## src/rtl/wf_dac_player.sv

```systemverilog
// Plays packed 2x16-bit AXI-Stream words to the DAC, lo sample first, one sample per clock.
// Optional WF_PLAYER_OFFSET_BIN_EN: invert bit 15 of each waveform sample (two's complement -> offset binary).
module wf_dac_player #(
    parameter logic [15:0] IDLE_CODE = 16'h0000,
    parameter int          CNT_W     = 32
) (
    input  logic             clk_in1,
    input  logic             aresetn,
    input  logic             trigger,
    input  logic             abort,
    input  logic             clear_status,
    input  logic [31:0]      wf_axis_tdata,
    input  logic             wf_axis_tvalid,
    input  logic             wf_axis_tlast,
    output logic             wf_axis_tready,
    output logic [15:0]      dac_data,
    output logic             dac_valid,
    output logic             active,
    output logic             done,
    output logic             underrun,
    output logic [CNT_W-1:0] sample_count
);
    typedef enum logic [2:0] {S_IDLE, S_WAIT, S_PLAY_LO, S_PLAY_HI, S_DONE} state_t;

    state_t      state;
    logic [15:0] hold_hi;
    logic        hold_last;
    logic        hs;

    function automatic logic [15:0] fmt(input logic [15:0] s);
`ifdef WF_PLAYER_OFFSET_BIN_EN
        return {~s[15], s[14:0]};
`else
        return s;
`endif
    endfunction

    // Ready is a pure state decode so the upstream never sees a tvalid->tready path.
    assign wf_axis_tready = (state == S_WAIT) || (state == S_PLAY_HI && !hold_last);
    assign hs             = wf_axis_tvalid && wf_axis_tready;
    assign active         = (state == S_WAIT) || (state == S_PLAY_LO) || (state == S_PLAY_HI);

    always_ff @(posedge clk_in1) begin
        if (!aresetn) begin
            state        <= S_IDLE;
            dac_data     <= IDLE_CODE;
            dac_valid    <= 1'b0;
            done         <= 1'b0;
            underrun     <= 1'b0;
            sample_count <= '0;
            hold_hi      <= 16'h0000;
            hold_last    <= 1'b0;
        end else begin
            if (dac_valid && sample_count != '1)
                sample_count <= sample_count + CNT_W'(1);
            if (clear_status)
                underrun <= 1'b0;
            done <= 1'b0;

            if (abort) begin
                state     <= S_IDLE;
                dac_valid <= 1'b0;
                dac_data  <= IDLE_CODE;
            end else if (hs) begin
                // Same load from WAIT and PLAY_HI keeps back-to-back words gapless.
                dac_data  <= fmt(wf_axis_tdata[15:0]);
                hold_hi   <= wf_axis_tdata[31:16];
                hold_last <= wf_axis_tlast;
                dac_valid <= 1'b1;
                state     <= S_PLAY_LO;
            end else begin
                case (state)
                    S_IDLE: if (trigger) begin
                        state        <= S_WAIT;
                        sample_count <= '0;
                    end
                    S_PLAY_LO: begin
                        dac_data <= fmt(hold_hi);
                        state    <= S_PLAY_HI;
                    end
                    S_PLAY_HI: begin
                        dac_data  <= IDLE_CODE;
                        dac_valid <= 1'b0;
                        if (hold_last) begin
                            done  <= 1'b1;
                            state <= S_DONE;
                        end else begin
                            // Stream ran dry mid-waveform; set beats a same-cycle clear.
                            underrun <= 1'b1;
                            state    <= S_WAIT;
                        end
                    end
                    S_DONE:  state <= S_IDLE;
                    default: state <= state;
                endcase
            end
        end
    end
endmodule

```

## config.mk

```make
export PLATFORM = sky130hd
export DESIGN_NAME = wf_dac_player
export DESIGN_NICKNAME = d
export VERILOG_FILES = /design/src/rtl/wf_dac_player.sv
export SDC_FILE = /design/constraint.sdc
export NUM_CORES = 1
export LEC_CHECK = 0
export ABC_AREA = 1
export BUFFER_PORTS_ARGS = -buffer_cell sky130_fd_sc_hd__buf_2
export CAP_MARGIN = 0
export CELL_PAD_IN_SITES_DETAIL_PLACEMENT = 1
export CELL_PAD_IN_SITES_GLOBAL_PLACEMENT = 2
export CORE_ASPECT_RATIO = 1.2
export CORE_MARGIN = 3
export CORE_UTILIZATION = 30
export DETAILED_ROUTE_END_ITERATION = 10
export HOLD_SLACK_MARGIN = 0.1
export PLACE_DENSITY_LB_ADDON = 0.1
export SYNTH_ARGS = -nofsm -noshare
export SYNTH_HDL_FRONTEND = slang
export SYNTH_SLANG_ARGS = --single-unit
```

## constraint.sdc

```tcl
create_clock -name clk_in1 -period 2.4 [get_ports clk_in1]
set_input_delay 0.72 -clock clk_in1 [delete_from_list [all_inputs] [get_ports clk_in1]]
set_output_delay 0.72 -clock clk_in1 [all_outputs]
set_load 0.005 [all_outputs]
```

# [Word level (Yosys, flattened, before mapping)]
# Cells that the tools add are included.
[op_classes] n_addsub=1 mul=0 n_div=0 n_lt_le_gt_ge=0 n_eq_ne=7 shift=0 mux=19 n_bitwise=3 reduce_logical=18
[op_table] cell="$mux 32" n=5
[op_table] cell="$add 32x1->32 const B" n=1
[op_table] cell="$ne 32x32->1 const B" n=1
[op_table] cell="$pmux 16 s2" n=1
[op_table] cell="$mux 16" n=1
[op_table] cell="$pmux 3 s4" n=1
[op_table] cell="$mux 1" n=8
[op_table] cell="$eq 3x2->1 const B" n=2
[op_table] cell="$mux 3" n=2
[op_table] cell="$reduce_and 2->1" n=3
[op_table] cell="$reduce_bool 5->1" n=1
[op_table] cell="$reduce_bool 4->1" n=1
[op_table] cell="$reduce_or 4->1" n=1
[op_table] cell="$eq 3x1->1 const B" n=1
[op_table] cell="$eq 3x3->1 const B" n=1
[op_table] cell="$logic_and 1x1->1" n=3
[op_table] cell="$logic_not 3->1" n=1
[op_table] cell="$logic_or 1x1->1" n=3
[op_table] cell="$ne 3x3->1 const B" n=1
[op_table] cell="$not 1->1" n=3
[op_table] cell="$reduce_bool 3->1" n=1
[op_table] cell="$reduce_or 3->1" n=1
[op_table] cell="$mux 2" n=1
[op_table] cell="$ne 2x2->1 const B" n=1
[op_table] cell="3 further kinds" n=3
[word_totals] regBits=71 latch_bits=0 mem_bits_rw=0 romBits=0 output_inout_bits=53 wordCells=57 memories=0

# [Longest topological paths before layout]
[depth] ltp_word=7 mapped_depth=12 mapped_depth_nobuf=11

# [Least setup slack after synthesis]
# OpenSTA, ideal clock, no wires.
[synth_path] path_type="reg2reg" from="register sample_count[1]" to="register sample_count[16]" arrival_time_ps=1535 required_ps=2269 path_slack_ps=734 path_stages_with_launch=12 n_path_buf=1 synth_period_minus_slack_ps=1666 path_cell_list="dfxtp_1 -> ha_1 -> nand2_1 -> nor2_2 -> nand2_2 -> nor2_8 -> nand2_2 -> nand2_4 -> inv_2 -> buf_4 -> nand2_1 -> a21oi_2"
[synth_via] elab_chain_cells=7
[synth_lines] element="start, declared" line_no="21" source="output logic [CNT_W-1:0] sample_count"
[synth_lines] element="start signal, assigned" line_no="55" source="sample_count <= sample_count + CNT_W'(1);"
[synth_lines] element="parallel branches: the longest is 2 deep, another holds $add 32x1->32"
[synth_lines] element="$mux 32 (*)" line_no="54" source="if (dac_valid && sample_count != '1)"
[synth_lines] element="$mux 32" line_no="73" source="S_IDLE: if (trigger) begin"
[synth_lines] element="$mux 32" line_no="72" source="case (state)"
[synth_lines] element="$mux 32" line_no="64" source="end else if (hs) begin"
[synth_lines] element="$mux 32 (*)" line_no="60" source="if (abort) begin"
# Mark *: on every way between the ends.
# A chain may end at the register's enable or synchronous reset.

# [Worst setup path after layout]
[layout_path] from="register sample_count[1]" to="register sample_count[23]"
# Same word-level chain as after synthesis.

==> reports/qor.yml <==
post_route_core_utilization_pct: 39.0
cts.reportedPaths.clkPinSlew_ns: 0.06
globalplace.congestion: 0.781
tritoncts: "yes"
worst_clock_skew_ns: 0.00646
yosys_warnings: 0
synth.cell_area_um2: 3650
critPathKind: "reg2reg"
yosysTopAreaCell: "dfxtp_1"
globalRoute.totalOverflow: 0
finalCriticalPeriod_ns: 2.00
clock_power_share_pct: 53.0
synth.distinct_cells: 32
placeableCoreArea_um2: 11700
setup_repair_after_global_routing_missed_its_margin: "no"
cts_setup_buffers: 0
setup.reg_to_reg.worst_slack_ns: 0.40
slew_viol_final: 0
sequentialPowerShare_pct: 42.0
timing.hold.worst.class: "reg2reg"
cts.path.max_buffers: 2
setup.worst_path.start_class: "register"
path_delay_family: "simple AND/OR/NAND/NOR gates"
relSlewSlack_pct: 59.6
global_route_wire_length_before_repair_um: 19700
post_cts_hold_buffer_count: 0
netSwitchingPower_mw: 0.639
path_max_fanout: 24
cellLeakagePower_nw: 2.13
fmax_mhz: 500
cp.depth: 11
critical_path.endpoint_type: "register"
drive_above_1_share_pct: 19.7
synth_seq_cells: 71
vdd.ir_drop.worst_mv: 0.293
grt_max_degree: 25
design.die.area_um2: 13500
power_switching_share_pct: 22.5
worstHoldPathCells: 2
synth-main-ff-cell: "dfxtp_1"
syn-num-nets: 605
clock-sinks: 71
detailedRoute.firstIterationViolations: 86
clock_latency_ns: 0.34
antennaDiodeCount: 0
tightest_slew_ns: 0.605
total_power_mw: 2.84
area_growth_pct: 25.1
timing.final.setup_violations: 0
first_pass_iters: 4
critical_path_required_ns: 2.67
timing.critical_path.slowest_stage_cell: "dfxtp_1"
ys_top_cells_by_area: "dfxtp_1 39%, nand2_1 19%, nand3_1 10%, nor2_1 7.0%, inv_1 6.2%"
post-route-drc-count: 0
outcome: "finished clean"
synthArstFlopShare_pct: 0
holdPathEnd: "hold_hi[4]$_SDFFE_PN0P_"
path_cells: "ha_1 > nand2_1 > nor2_2 > nand2_2 > nor2_8 > nand2_2 > nand2_4 > inv_2 > nand3_1 > nand2_1 > nor2_1"
num-nets-final: 695
route.vias.total: 3861
avgViaCountPerCell: 4.73
numCtsBuffers: 9
crit-reg2reg-launch: "sample_count[1]$_SDFF_PN0_"
cts-htree-levels: 3
portBuffers: 91
worst_r2r_path_depth: 11
setup_total_negative_slack_ns: 0
synth_seq_area_share_pct: 38.9
finalHoldViolations: 0
post_drt_wl_per_cell_um: 14.5
cellInternalPower_mw: 2.20
number_of_antenna_violations_at_the_first_check_in_global_routing: 0
post-dp-hpwl_um: 8990
synth_top_area_share_pct: 38.9
final_min_period_over_clock_period_pct: 83.4
comb_power_share_pct: 5.0
drv_cap: 0
cellPowerDensity_nw_per_um2: 621
r2r_end: "sample_count[23]$_SDFF_PN0_"
cts-resized-gates: 0
hold_start: "hold_hi[4]$_SDFFE_PN0P_"
die-width_um: 107
total_detailed_routing_wirelength_um: 11900
first_global_vias: 3974
cp_slowest_stage_delay_ns: 0.39
initial_core_util_pct: 31.2
detail-route-antenna-nets: 0
die_height_um: 127
track_usage_pct: 18.3
number_of_enable_flip_flop_cells_after_synthesis: 0
netlist_instances: 565
cts.root.buffer_cell: "clkbuf_16"
worst_ep_arrival_time_ns: 2.27
syn_avg_cell_area_um2: 6.47
cp_num_buf_inv: 1
boundaryPins: 92
nFillCells: 1574
rows: 43
## metrics by stage
step | setup slack, ns | hold WS [ns] | cells | cell area, um^2
after floorplan | 0.734 | 0.441 | 565 | 3650
after global placement | 0.469 | 0.450 | 801 | 4240
after CTS | 0.386 | 0.468 | 817 | 4570
final | 0.399 | 0.465 | 817 | 4570
after detailed placement | 0.409 | 0.460 | 801 | 4240
after global routing | 0.116 | 0.490 | 817 | 4570
## kinds of logic (layout without fill, tap and decap cells)
family,after synthesis,after routing,share of synthesized area [%]
fa+ha+maj,1,1,0.342
flops,71,71,38.9
simple gates,354,354,42.0
xor+xnor,8,8,1.92
buf+inv,84,179,9.72
compound gates,47,47,7.16
## cell usage after synthesis (all sizes together), types with 2 or more instances
master and n:
nand3 75, nand3b 2, o21bai 6, clkinv 3, buf 13, xnor2 2, xor2 6, o21ai 3
nand2 188, nand4 9, nor2 73, nor3b 3, a21oi 35, inv 64, dfxtp 71, clkbuf 4
nor3 3
## power by group through the flow
| stage | combinational, mW | clock, mW | sequential, mW |
|---|---|---|---|
| detailed placement | 0.146 | 0 | 1.22 |
| CTS | 0.147 | 1.54 | 1.19 |
| global route | 0.161 | 1.59 | 1.19 |
| finish | 0.143 | 1.51 | 1.19 |
| floorplan | 0.0780 | 0 | 1.22 |
| global placement | 0.145 | 0 | 1.22 |
## layer usage
| layer | global-route usage [%] | routed length [um] | up-vias |
|---|---|---|---|
| li1 | - | - | 1967 |
| met1 | 21.4 | 5250 | 1820 |
| met2 | 33.0 | 6040 | 62 |
| met3 | 3.87 | 387 | 12 |
| met4 | 5.87 | 198 | 0 |
| met5 | 0 | 0 | - |
## worst min-delay path: cells and delay by family (launching register included)
family          cells  cell delay, ns
compound gates      1            0.05
simple gates        1            0.06
flops               1            0.31
## cell usage in the layout (no fill, tap or decap), drive strengths merged
cell type	Yosys	routed
buf	13	96
o21bai	6	6
nor2	73	73
clkinvlp	0	2
o32ai	1	1
nand4	9	9
clkinv	3	4
ha	1	1
nand3	75	75
or2	1	1
clkbuf	4	11
nor3	3	3
xnor2	2	2
bufinv	0	2
a21oi	35	35
a31oi	1	1
o21ai	3	3
inv	64	64
dfxtp	71	71
nand2	188	188
xor2	6	6
o211ai	1	1
nor3b	3	3
nand3b	2	2
## flip-flops by register name (all words and copies together), names as in the netlist
register and count:
sample_count 32, dac_data 16, dac_valid 1, hold_last 1, underrun 1, hold_hi 16, done 1, state 3
## how the worst max path moves through the flow
stage	startpoint	to	slack [ns]
final	sample_count[1]$_SDFF_PN0_	sample_count[23]$_SDFF_PN0_	0.40
after global routing	sample_count[1]$_SDFF_PN0_	sample_count[20]$_SDFF_PN0_	0.12
after CTS	sample_count[1]$_SDFF_PN0_	sample_count[23]$_SDFF_PN0_	0.39
after detailed placement	sample_count[1]$_SDFF_PN0_	sample_count[23]$_SDFF_PN0_	0.41
after global placement	wf_axis_tvalid	dac_data[7]$_SDFFE_PP0P_	0.47
after floorplan	sample_count[1]$_SDFF_PN0_	sample_count[16]$_SDFF_PN0_	0.73
## area by class of cell
cell class	instances	area [um^2]	area share (%)
multi-input combinational	410	1880	41.1
clock buffer	11	253	5.53
tap	157	196	4.30
timing repair buffer	96	493	10.8
clock inverter	5	80.1	1.75
inverter	67	251	5.50
sequential	71	1420	31.1
Power figures use the tool's default switching activity.
